<file path="config.mk">
export PLATFORM = sky130hd
export DESIGN_NAME = day9_coord_parser
export DESIGN_NICKNAME = d
export VERILOG_FILES = /design/src/rtl/day9_coord_parser.sv
export SDC_FILE = /design/constraint.sdc
export NUM_CORES = 1
export LEC_CHECK = 0
export ABC_AREA = 1
export BUFFER_PORTS_ARGS = -buffer_cell sky130_fd_sc_hd__buf_2
export CORE_MARGIN = 3
export CORE_UTILIZATION = 55
export CTS_CLUSTER_SIZE = 40
export DETAILED_ROUTE_END_ITERATION = 10
export PLACE_DENSITY = 0.75
export SKIP_LAST_GASP = 1
export SYNTH_ARGS = -nofsm -noshare
export SYNTH_HDL_FRONTEND = slang
export SYNTH_SLANG_ARGS = --single-unit
</file>
<file path="constraint.sdc">
create_clock -name clock -period 4.65 [get_ports clock]
set_input_delay 0.465 -clock clock [delete_from_list [all_inputs] [get_ports clock]]
set_output_delay 0.465 -clock clock [all_outputs]
set_load 0.005 [all_outputs]
</file>
<file path="src/rtl/day9_coord_parser.sv">
// Byte-serial ASCII parser for "x,y" lines: turns a character stream into
// coordinate pairs for the area stage, with sticky error/overflow/done status.
module day9_coord_parser #(
  parameter int W     = 17,
  parameter int CNT_W = 16
) (
  input  logic             clock,
  input  logic             reset,
  input  logic [7:0]       byte_in,
  input  logic             byte_valid,
  input  logic             byte_last,
  output logic [W-1:0]     x_coord,
  output logic [W-1:0]     y_coord,
  output logic             coord_valid,
  output logic [CNT_W-1:0] pair_count,
  output logic             parse_error,
  output logic             overflow,
  output logic             done,
  output logic [1:0]       state_dbg
);

  // Handshake: a byte is consumed on every rising edge where byte_valid is
  // high (no backpressure); coord_valid is a one-cycle pulse with no ready.
  typedef enum logic [1:0] {
    S_X    = 2'd0,
    S_Y    = 2'd1,
    S_SKIP = 2'd2,
    S_DONE = 2'd3
  } state_t;

  state_t           state_q, state_d;
  logic [W-1:0]     acc_x_q, acc_x_d;
  logic [W-1:0]     acc_y_q, acc_y_d;
  logic             have_digit_q, have_digit_d;
  logic             ovf_line_q, ovf_line_d;
  logic [W-1:0]     x_coord_q, x_coord_d;
  logic [W-1:0]     y_coord_q, y_coord_d;
  logic             coord_valid_q, coord_valid_d;
  logic [CNT_W-1:0] pair_count_q, pair_count_d;
  logic             parse_error_q, parse_error_d;
  logic             overflow_q, overflow_d;
  logic             done_q, done_d;

  logic [W+3:0]     acc_sel;
  logic [W+3:0]     prod;
  logic             is_digit;
  logic             is_comma;
  logic             is_nl;
  logic             is_cr;
  logic             digit_ovf;
  logic             emit;
  logic [W-1:0]     emit_x;
  logic [W-1:0]     emit_y;

  always_comb begin
    state_d       = state_q;
    acc_x_d       = acc_x_q;
    acc_y_d       = acc_y_q;
    have_digit_d  = have_digit_q;
    ovf_line_d    = ovf_line_q;
    x_coord_d     = x_coord_q;
    y_coord_d     = y_coord_q;
    coord_valid_d = 1'b0;
    pair_count_d  = pair_count_q;
    parse_error_d = parse_error_q;
    overflow_d    = overflow_q;
    done_d        = done_q;
    emit          = 1'b0;
    emit_x        = acc_x_q;
    emit_y        = acc_y_q;

    is_digit = (byte_in >= 8'h30) && (byte_in <= 8'h39);
    is_comma = (byte_in == 8'h2C);
    is_nl    = (byte_in == 8'h0A);
    is_cr    = (byte_in == 8'h0D);

    // acc*10 + digit with 4 guard bits so any overflow is visible
    acc_sel   = {4'b0, (state_q == S_Y) ? acc_y_q : acc_x_q};
    prod      = (acc_sel << 3) + (acc_sel << 1) + {{W{1'b0}}, byte_in[3:0]};
    digit_ovf = |prod[W+3:W];

    if (byte_valid && (state_q != S_DONE)) begin
      if (!is_cr) begin
        case (state_q)
          S_X: begin
            if (is_digit) begin
              acc_x_d      = prod[W-1:0];
              have_digit_d = 1'b1;
              if (digit_ovf) ovf_line_d = 1'b1;
            end else if (is_comma) begin
              if (have_digit_q) begin
                state_d      = S_Y;
                have_digit_d = 1'b0;
              end else begin
                parse_error_d = 1'b1;
                state_d       = S_SKIP;
              end
            end else if (is_nl) begin
              if (have_digit_q) parse_error_d = 1'b1;
              acc_x_d      = '0;
              acc_y_d      = '0;
              have_digit_d = 1'b0;
              ovf_line_d   = 1'b0;
            end else begin
              parse_error_d = 1'b1;
              state_d       = S_SKIP;
            end
          end
          S_Y: begin
            if (is_digit) begin
              acc_y_d      = prod[W-1:0];
              have_digit_d = 1'b1;
              if (digit_ovf) ovf_line_d = 1'b1;
            end else if (is_nl) begin
              // An empty y field is malformed even if x already overflowed
              if (!have_digit_q)    parse_error_d = 1'b1;
              else if (ovf_line_q)  overflow_d    = 1'b1;
              else                  emit          = 1'b1;
              state_d      = S_X;
              acc_x_d      = '0;
              acc_y_d      = '0;
              have_digit_d = 1'b0;
              ovf_line_d   = 1'b0;
            end else begin
              parse_error_d = 1'b1;
              state_d       = S_SKIP;
            end
          end
          S_SKIP: begin
            if (is_nl) begin
              state_d      = S_X;
              acc_x_d      = '0;
              acc_y_d      = '0;
              have_digit_d = 1'b0;
              ovf_line_d   = 1'b0;
            end
          end
          default: begin
            state_d = state_q;
          end
        endcase
      end

      // Close out an unterminated final line using the post-byte state
      if (byte_last) begin
        if ((state_d == S_Y) && have_digit_d) begin
          if (ovf_line_d) begin
            overflow_d = 1'b1;
          end else begin
            emit   = 1'b1;
            emit_x = acc_x_d;
            emit_y = acc_y_d;
          end
        end else if ((state_d == S_X) && have_digit_d) begin
          parse_error_d = 1'b1;
        end
        state_d = S_DONE;
        done_d  = 1'b1;
      end
    end

    if (emit) begin
      x_coord_d     = emit_x;
      y_coord_d     = emit_y;
      coord_valid_d = 1'b1;
      if (pair_count_q != {CNT_W{1'b1}}) pair_count_d = pair_count_q + CNT_W'(1);
    end
  end

  always_ff @(posedge clock) begin
    if (reset) begin
      state_q       <= S_X;
      acc_x_q       <= '0;
      acc_y_q       <= '0;
      have_digit_q  <= 1'b0;
      ovf_line_q    <= 1'b0;
      x_coord_q     <= '0;
      y_coord_q     <= '0;
      coord_valid_q <= 1'b0;
      pair_count_q  <= '0;
      parse_error_q <= 1'b0;
      overflow_q    <= 1'b0;
      done_q        <= 1'b0;
    end else begin
      state_q       <= state_d;
      acc_x_q       <= acc_x_d;
      acc_y_q       <= acc_y_d;
      have_digit_q  <= have_digit_d;
      ovf_line_q    <= ovf_line_d;
      x_coord_q     <= x_coord_d;
      y_coord_q     <= y_coord_d;
      coord_valid_q <= coord_valid_d;
      pair_count_q  <= pair_count_d;
      parse_error_q <= parse_error_d;
      overflow_q    <= overflow_d;
      done_q        <= done_d;
    end
  end

  assign x_coord     = x_coord_q;
  assign y_coord     = y_coord_q;
  assign coord_valid = coord_valid_q;
  assign pair_count  = pair_count_q;
  assign parse_error = parse_error_q;
  assign overflow    = overflow_q;
  assign done        = done_q;
  assign state_dbg   = state_q;

endmodule
</file>
## Word-level counts from Yosys, hierarchy flattened

Index checks and enable logic that the tools add are counted.

- Add/subtract/negate cells: 3
- $lt $le $gt $ge: 2
- Equal/unequal tests: 8
- Muxes and demuxes: 79
- Reduce and logical (&&, ||, !) cells: 9

Operators with widths:

| operator | number |
|---|---|
| 17-bit 2-to-1 mux | 19 |
| 17-bit case mux with 3 select lines | 2 |
| 1-bit 2-to-1 mux | 44 |
| 20-bit by 18-bit adder with 21-bit output | 1 |
| 21-bit by 4-bit adder with 21-bit output | 1 |
| 2-bit 2-to-1 mux | 10 |
| 16-bit by 1-bit adder with 16-bit output (second input constant) | 1 |
| 8-bit by 4-bit equality test with 1-bit output (second input constant) | 2 |
| 16-bit != test (second input constant) | 1 |
| 8-bit by 6-bit equality test with 1-bit output (second input constant) | 1 |
| 8-bit by 6-bit >= comparator with 1-bit output (second input constant) | 1 |
| 8-bit by 6-bit <= comparator with 1-bit output (second input constant) | 1 |
| 1-bit case mux with 3 select lines | 2 |
| 2-bit case mux with 3 select lines | 1 |
| 2-bit by 1-bit equality test with 1-bit output (second input constant) | 2 |
| 1-bit logical AND | 4 |
| 2-bit zero test | 2 |
| 2-bit AND reduction | 2 |
| 4-bit OR reduction | 1 |
| 2-bit equality test (second input constant) | 1 |
| 2-bit != test (second input constant) | 1 |
| 1-bit case mux with 2 select lines | 1 |

- Flip-flop bits (word level): 92
- Bits of input ports: 12
- Output and inout port bits: 56

## Longest topological paths before layout

Gate-level depths: netlist of run 1.

- Depth after elaboration: 15
- Mapped depth: 31
- Mapped depth without buffers: 28

## Worst setup path before layout of run 1

Ideal clock, no wire load.

- Kind: reg2reg
- Start point: register state_q[1], in the netlist state_dbg[1]
- End point: register pair_count_q[0], in the netlist pair_count[0]
- Library setup time: 116 ps
- Data arrival time: 3531 ps
- Required time: 4534 ps
- Slack: 1003 ps
- Cell stages (with the launch flop): 27
- Buffers on the path: 2
- Clock period less this slack: 3647 ps
- Path through: dfxtp_1 > inv_2 > nand2_4 > clkbuf_1 > o21ai_0 > fa_1 > inv_1 > fa_1 > inv_1 > nand3_1 > nand3_1 > nand2_1 > nand2_1 > nand2_1 > nand3_1 > nand2_1 > nor2_1 > nand2_1 > nand2_1 > nand2_1 > nand2_1 > nand3_2 > nand2_2 > buf_6 > nand2_1 > o21ai_0 > nor2_1

- Cells in the longest elaborated chain, start to end: 15
- Elaborated cells on any way between the ends: 35

RTL lines:

| item | line | source |
|---|---|---|
| start, declared | 31 | `state_t state_q, state_d;` |
| start signal, assigned | 185 | `state_q <= state_d;` |
| 2-bit by 1-bit equality test with 1-bit output | 78, 84 |  |
| 17-bit 2-to-1 mux | 78 | `acc_sel = {4'b0, (state_q == S_Y) ? acc_y_q : acc_x_q};` |
| 20-bit by 18-bit adder with 21-bit output | 79 | `prod = (acc_sel << 3) + (acc_sel << 1) + {{W{1'b0}}, byte_in[3:0]};` |
| 21-bit by 4-bit adder with 21-bit output | 79 |  |
| 4-bit OR reduction | 80 | `digit_ovf = \|prod[W+3:W];` |
| 1-bit 2-to-1 mux | 89, 113 |  |
| 1-bit 2-to-1 mux (on tied branches) | 110, 86 |  |
| 1-bit case mux with 3 select lines | 84 | `case (state_q)` |
| 1-bit 2-to-1 mux | 83 | `if (!is_cr) begin` |
| 1-bit 2-to-1 mux | 82 | `if (byte_valid && (state_q != S_DONE)) begin` |
| 1-bit 2-to-1 mux | 147 | `if (ovf_line_d) begin` |
| 1-bit 2-to-1 mux | 146 | `if ((state_d == S_Y) && have_digit_d) begin` |
| 1-bit 2-to-1 mux | 145 | `if (byte_last) begin` |
| 1-bit 2-to-1 mux * | 82 |  |
| 2-bit AND reduction (no line) * | n/a |  |
| end signal, assigned | 193 | `pair_count_q <= pair_count_d;` |
| end, declared | 39 | `logic [CNT_W-1:0] pair_count_q, pair_count_d;` |

Mark *: on every way between the ends. The rest lies on a longest branch, timed or not. The select of a mux whose other input is x is not followed.
A chain may end at the register's enable or synchronous reset.

## Worst setup path in the final report of run 1

- Start point: register state_q[1], in the netlist state_dbg[1]
- End point: register pair_count_q[1], in the netlist pair_count[1]

Same word-level chain as after synthesis.

==> flow_summary.yaml, run 1 <==
grt:
  grt_max_degree: 43
  grtUsageTotal_pct: 27.9
  antenna_found_initial: 0
  grt_pass1_wl_um: 29400
  overflow: 0
  grt_pass1_vias: 6162
route:
  drc_errors: 0
  drt-total-wl_um: 17900
  drt_pass1_iterations: 5
  drt-wirelength-per-cell_um: 15.1
  first_iter_violations: 650
  ant_nets: 0
  viasPerCell: 5.62
  num_vias: 6659
power:
  p_per_area_nw_per_um2: 286
  power_mw: 2.01
  p_leak_nw: 3.49
  ir_worst_vdd_uv: 249
sta:
  final_hold_viol_count: 0
  fmax_mhz: 245
  fin_crit_ps: 4090
  tightest_slew_ps: 769
  post-route-period-util_pct: 87.9
  setup_tns_ps: 0
  fin_skew_ps: 5.65
  drv_slew: 0
  setup_viol: 0
  slew_headroom_pct: 48.3
  rsz0062_at_grt: "false"
placed_design:
  place_congestion: 0.940
  port_buffers: 67
  hpwl_um: 13100
layout:
  antenna_cells: 0
  syn2layout_area_growth_pct: 11.0
  drive_gt1_share_pct: 11.4
  layout_commonest_cell: "nand2_1"
  final_util_pct: 63.6
  fillers: 1093
  final_cell_mix: "nand2_1, inv_1, o21ai_0, dfxtp_1, nor2_1"
  nNetsFinal: 1090
yosys:
  syn-mean-instance-area_sq_um: 6.36
  synthCells: 995
  synth_nets: 1043
  synth_flop_cell: "dfxtp_1"
  ys_warn_count: 0
  synth-seq-cells: 92
  synth_top_area_share_pct: 29.1
  synth.distinct_cells: 48
  ys_seq_area_share_pct: 29.1
  synthesis.area_sq_um: 6320
  yosys-top-cells-area: "dfxtp_1, nand2_1, o21ai_0"
  synth-edff-count: 0
  yosysTopAreaCell: "dfxtp_1"
  synthArstFlopShare_pct: 0
clocking:
  cts_sinks: 92
  clock_latency_ps: 340
  clockBufferDepth: 2
  cts_resized: 0
  cts_inserted_buffers: 9
  cts_tree: "yes"
  ctsHoldBuffers: 0
  h-tree-depth: 3
  cts_root_buf: "clkbuf_16"
  clk_pin_slew_ps: 60
  cts_setup_buffers: 0
setup_path:
  worst_path_largest_cell_delay_ps: 560
  worstPathArrival_ps: 4320
  r2r_start: "state_dbg[1]$_SDFFE_PP0P_"
  reg2reg_to: "pair_count[1]$_SDFFE_PP0P_"
  crit_required_ps: 4880
  cp_max_fo: 35
  worst-setup-path-type: "reg2reg"
  crit_top_cell: "nand2_1"
  startpoint_type: "flip-flop"
  crit_path_top_delay_cell: "fa_1"
  end_kind: "flip-flop"
  r2r_slack_ps: 560
  worst-r2r-cell-count: 27
floorplanning:
  io_pins: 68
  die_y_um: 113
  initial_core_util_pct: 57.3
  dieArea_sq_um: 12800
  die_w_um: 113
  coreArea_sq_um: 11000
  num_rows: 38
min_path:
  min_to: "y_coord[2]$_SDFFE_PP0P_"
  min_from: "y_coord[2]$_SDFFE_PP0P_"
  hold_path_depth: 2
  worstHoldPathType: "reg2reg"
outcome:
  status: "finished, final reports clean"
run:
  cap_violations: 0
[how the worst max path moves through the flow]
stage / from / slack, ps / endpoint
floorplan: state_dbg[1]$_SDFFE_PP0P_ / 1000 / pair_count[0]$_SDFFE_PP0P_
detailed placement: state_dbg[1]$_SDFFE_PP0P_ / 410 / x_coord[10]$_SDFFE_PP0P_
finish: state_dbg[1]$_SDFFE_PP0P_ / 560 / pair_count[1]$_SDFFE_PP0P_
global route: state_dbg[1]$_SDFFE_PP0P_ / 70 / pair_count[1]$_SDFFE_PP0P_
global placement: state_dbg[1]$_SDFFE_PP0P_ / 560 / x_coord[14]$_SDFFE_PP0P_
CTS: state_dbg[1]$_SDFFE_PP0P_ / 380 / x_coord[10]$_SDFFE_PP0P_
[per-layer routing]
| metal | track usage [%] | vias up | routed length (um) |
|---|---|---|---|
| li1 | - | 3363 | - |
| met1 | 36.1 | 2982 | 7780 |
| met2 | 46.5 | 273 | 8320 |
| met3 | 4.92 | 41 | 1250 |
| met4 | 10.7 | 0 | 574 |
| met5 | 0 | - | 0 |
[sequential cells by signal (all words and copies together) (netlist names)]
signal and cells:
acc_y_q 17, overflow 1, ovf_line_q 1, y_coord 17
x_coord 17, done 1, have_digit_q 1, coord_valid 1
state_dbg 2, pair_count 16, acc_x_q 17, parse_error 1
[cell families after synthesis]
kind of cell             synth area share (%)
adder cells (fa/ha/maj)                  7.36
AND/OR/NAND/NOR                          28.3
flip-flops                               29.1
XOR/XNOR                                 1.11
AO/OA/AOI/OAI                            21.7
buffers and inverters                    12.4
[Yosys cell counts, types with 3 or more instances]
cell type / count
nand2_1: 252
inv_1: 140
o21ai_0: 121
dfxtp_1: 92
nor2_1: 70
nand3_1: 61
a21oi_1: 58
ha_1: 34
o211ai_1: 30
clkbuf_1: 28
nand4_1: 10
nor3_1: 9
a221oi_1: 6
a31oi_1: 6
nand2_2: 6
buf_2: 5
buf_4: 5
buf_6: 5
inv_2: 5
xnor2_1: 5
a211oi_1: 4
o21ai_1: 4
o211a_1: 3
xor2_1: 3
[worst max-delay path, delay by kind of cell, from the launching register on]
family | cells | cell delay (ps)
and+or+nand+nor | 18 | 1520
adders and majority gates | 2 | 1000
DFF | 1 | 350
buffers and inverters | 5 | 770
AOI/OAI and AO/OA | 2 | 290
[area by class of cell]
type	count	area, sq um	share of cell area (%)
timing repair buffer	81	444	6.33
tap	140	175	2.50
inverter	147	553	7.88
sequential	92	1840	26.3
clock buffer	12	256	3.65
multi-input combinational	711	3710	52.9
clock inverter	2	35.0	0.499
[power by group]
group | switching (mW) | internal (mW)
combinational | 0.290 | 0.142
clock | 0.294 | 0.439
sequential | 0.0250 | 0.820
[per-stage QoR]
step	hold slack, ps	area (sq um)	cells	worst slack (ps)
finish	448	7020	1185	562
global route	477	7020	1185	70.5
CTS	453	7000	1185	379
detailed placement	433	6710	1171	410
global placement	432	6710	1171	564
floorplan	446	6320	995	1000
Power figures use the tool's default switching activity.
==> run 2: changes to the inputs <==
--- a/config.mk
+++ b/config.mk
@@ -12,6 +12,7 @@
 export CTS_CLUSTER_SIZE = 40
 export DETAILED_ROUTE_END_ITERATION = 10
 export PLACE_DENSITY = 0.75
+export RECOVER_POWER = 50
 export SKIP_LAST_GASP = 1
 export SYNTH_ARGS = -nofsm -noshare
 export SYNTH_HDL_FRONTEND = slang
==> run 2 against run 1 <==
Non-clock buffer count unchanged. Via count down 0.18%. Utilization decreased by 0.34 points. Combinational power barely moved. Sequential share of layout area up 0.14 points. Die area unchanged. Power is 0.18% lower. Global-route usage unchanged. Final cell count unchanged.
==> flow_summary.yaml, run 2 (synthesis results as in run 1) <==
power:
  p_per_area_nw_per_um2: 287
  p_seq_share_pct: 42.1
  p_sw_mw: 0.607
  p_leak_nw: 3.41
  p_clk_share_pct: 36.5
  power_frac_comb_pct: 21.4
  p_int_mw: 1.40
  swShare_pct: 30.3
  ir_worst_vdd_uv: 249
floorplanning:
  io_pins: 68
  dieArea_sq_um: 12800
  coreArea_sq_um: 11000
  die_y_um: 113
  initial_core_util_pct: 57.3
  num_rows: 38
  die_w_um: 113
sta:
  slew_headroom_pct: 2.22
  fin_skew_ps: 5.26
  fmax_mhz: 243
  drv_slew: 0
  post-route-period-util_pct: 88.4
  fin_crit_ps: 4110
  setup_tns_ps: 0
  rsz0062_at_grt: "false"
  final_hold_viol_count: 0
  setup_viol: 0
  tightest_slew_ps: 1470
  fin_hold_ws_ps: 449
layout:
  final_cell_mix: "nand2_1, inv_1, o21ai_0, dfxtp_1, nor2_1"
  layout_commonest_cell: "nand2_1"
  multi_input_comb_area_sq_um: 3700
  antenna_cells: 0
  final_cell_area_sq_um: 6980
  fillers: 1110
  finalNonFillerCells: 1185
  final_util_pct: 63.3
  nNetsFinal: 1090
  drive_gt1_share_pct: 9.00
  regArea_sq_um: 1840
  syn2layout_area_growth_pct: 10.4
grt:
  antenna_found_initial: 0
  grt_pass1_vias: 6162
  grtUsageTotal_pct: 27.9
  grt_pass1_wl_um: 29400
  overflow: 0
  grt_max_degree: 43
clocking:
  cts_root_buf: "clkbuf_16"
  clock_latency_ps: 340
  cts_sinks: 92
  h-tree-depth: 3
  clockBufferDepth: 2
  cts_tree: "yes"
  cts_inserted_buffers: 9
  clk_pin_slew_ps: 60
  ctsHoldBuffers: 0
setup_path:
  crit_required_ps: 4880
  r2r_slack_ps: 540
  worst-r2r-cell-count: 27
  r2r_start: "state_dbg[1]$_SDFFE_PP0P_"
  worst-setup-path-type: "reg2reg"
  startpoint_type: "flip-flop"
  reg2reg_to: "pair_count[1]$_SDFFE_PP0P_"
  worst_path_largest_cell_delay_ps: 560
  crit_top_cell: "nand2_1"
  worstPathArrival_ps: 4340
  crit_path_top_delay_cell: "fa_1"
  end_kind: "flip-flop"
  cp_max_fo: 35
placed_design:
  port_buffers: 67
  placed_cells: 1171
  placed_cell_area_sq_um: 6710
  hpwl_um: 13100
  place_congestion: 0.940
run:
  cap_violations: 0
min_path:
  min_to: "y_coord[2]$_SDFFE_PP0P_"
  worstHoldPathType: "reg2reg"
  min_from: "y_coord[2]$_SDFFE_PP0P_"
  hold_path_depth: 2
route:
  drc_errors: 0
  drt_pass1_iterations: 5
  viasPerCell: 5.61
  num_vias: 6647
  first_iter_violations: 598
  drt-total-wl_um: 17900
  ant_nets: 0
  drt-wirelength-per-cell_um: 15.1
outcome:
  status: "finished, final reports clean"
## run 2: cell types whose count changed in the layout (fill, tap and decap cells not counted), sizes merged
cell / previous run / this run
buf: 81 / 62
clkbuf: 12 / 31
## run 2: layout make-up
cell class | count | share of cell area, %
Sequential cell | 92 | 26.4
Multi-Input combinational cell | 711 | 53.1
Timing Repair Buffer | 81 | 5.90
Inverter | 147 | 7.92
Tap cell | 140 | 2.51
Clock buffer | 12 | 3.67
Clock inverter | 2 | 0.502
## run 2: power groups by stage
stage / Sequential, mW / Combinational [mW] / Clock (mW)
6_report: 0.845 / 0.429 / 0.732
4_1_cts: 0.844 / 0.424 / 0.741
2_1_floorplan: 0.853 / 0.314 / 0
3_5_place_dp: 0.861 / 0.421 / 0
3_3_place_gp: 0.860 / 0.416 / 0
5_1_grt: 0.849 / 0.484 / 0.777
## run 2: worst max-delay path by stage
stage                            endpoint  depth (start not counted)  slack (ps)                 startpoint
6_report       pair_count[1]$_SDFFE_PP0P_                         27         540  state_dbg[1]$_SDFFE_PP0P_
4_1_cts          x_coord[10]$_SDFFE_PP0P_                         26         380  state_dbg[1]$_SDFFE_PP0P_
3_3_place_gp     x_coord[14]$_SDFFE_PP0P_                         26         560  state_dbg[1]$_SDFFE_PP0P_
2_1_floorplan  pair_count[0]$_SDFFE_PP0P_                         26        1000  state_dbg[1]$_SDFFE_PP0P_
5_1_grt        pair_count[1]$_SDFFE_PP0P_                         27          60  state_dbg[1]$_SDFFE_PP0P_
3_5_place_dp     x_coord[10]$_SDFFE_PP0P_                         26         410  state_dbg[1]$_SDFFE_PP0P_
## run 2: layer usage
layer	GRT usage, %	part of all wire (%)
met1	36.1	43
met2	46.5	47
met5	0	0
met4	10.7	3.3
met3	4.92	6.7
## run 2: worst max-delay path, delay by kind of cell (launching register included)
kind,cells,cell delay (ps)
AOI/OAI and AO/OA,2,290
adders and majority gates,2,1000
buffers and inverters,5,780
DFF,1,350
and+or+nand+nor,18,1550
## run 2: stage by stage
stage | worst slack [ps] | total power [mW]
2_1_floorplan | 1000 | 1.17
3_3_place_gp | 564 | 1.28
3_5_place_dp | 410 | 1.28
4_1_cts | 379 | 2.01
5_1_grt | 62.6 | 2.11
6_report | 540 | 2.01
## run 2: timing repair
item / CTS / global route
endpoints found under the setup margin: 0 / 41
buffers inserted: 0 / 0
gates resized for setup: 0 / 4
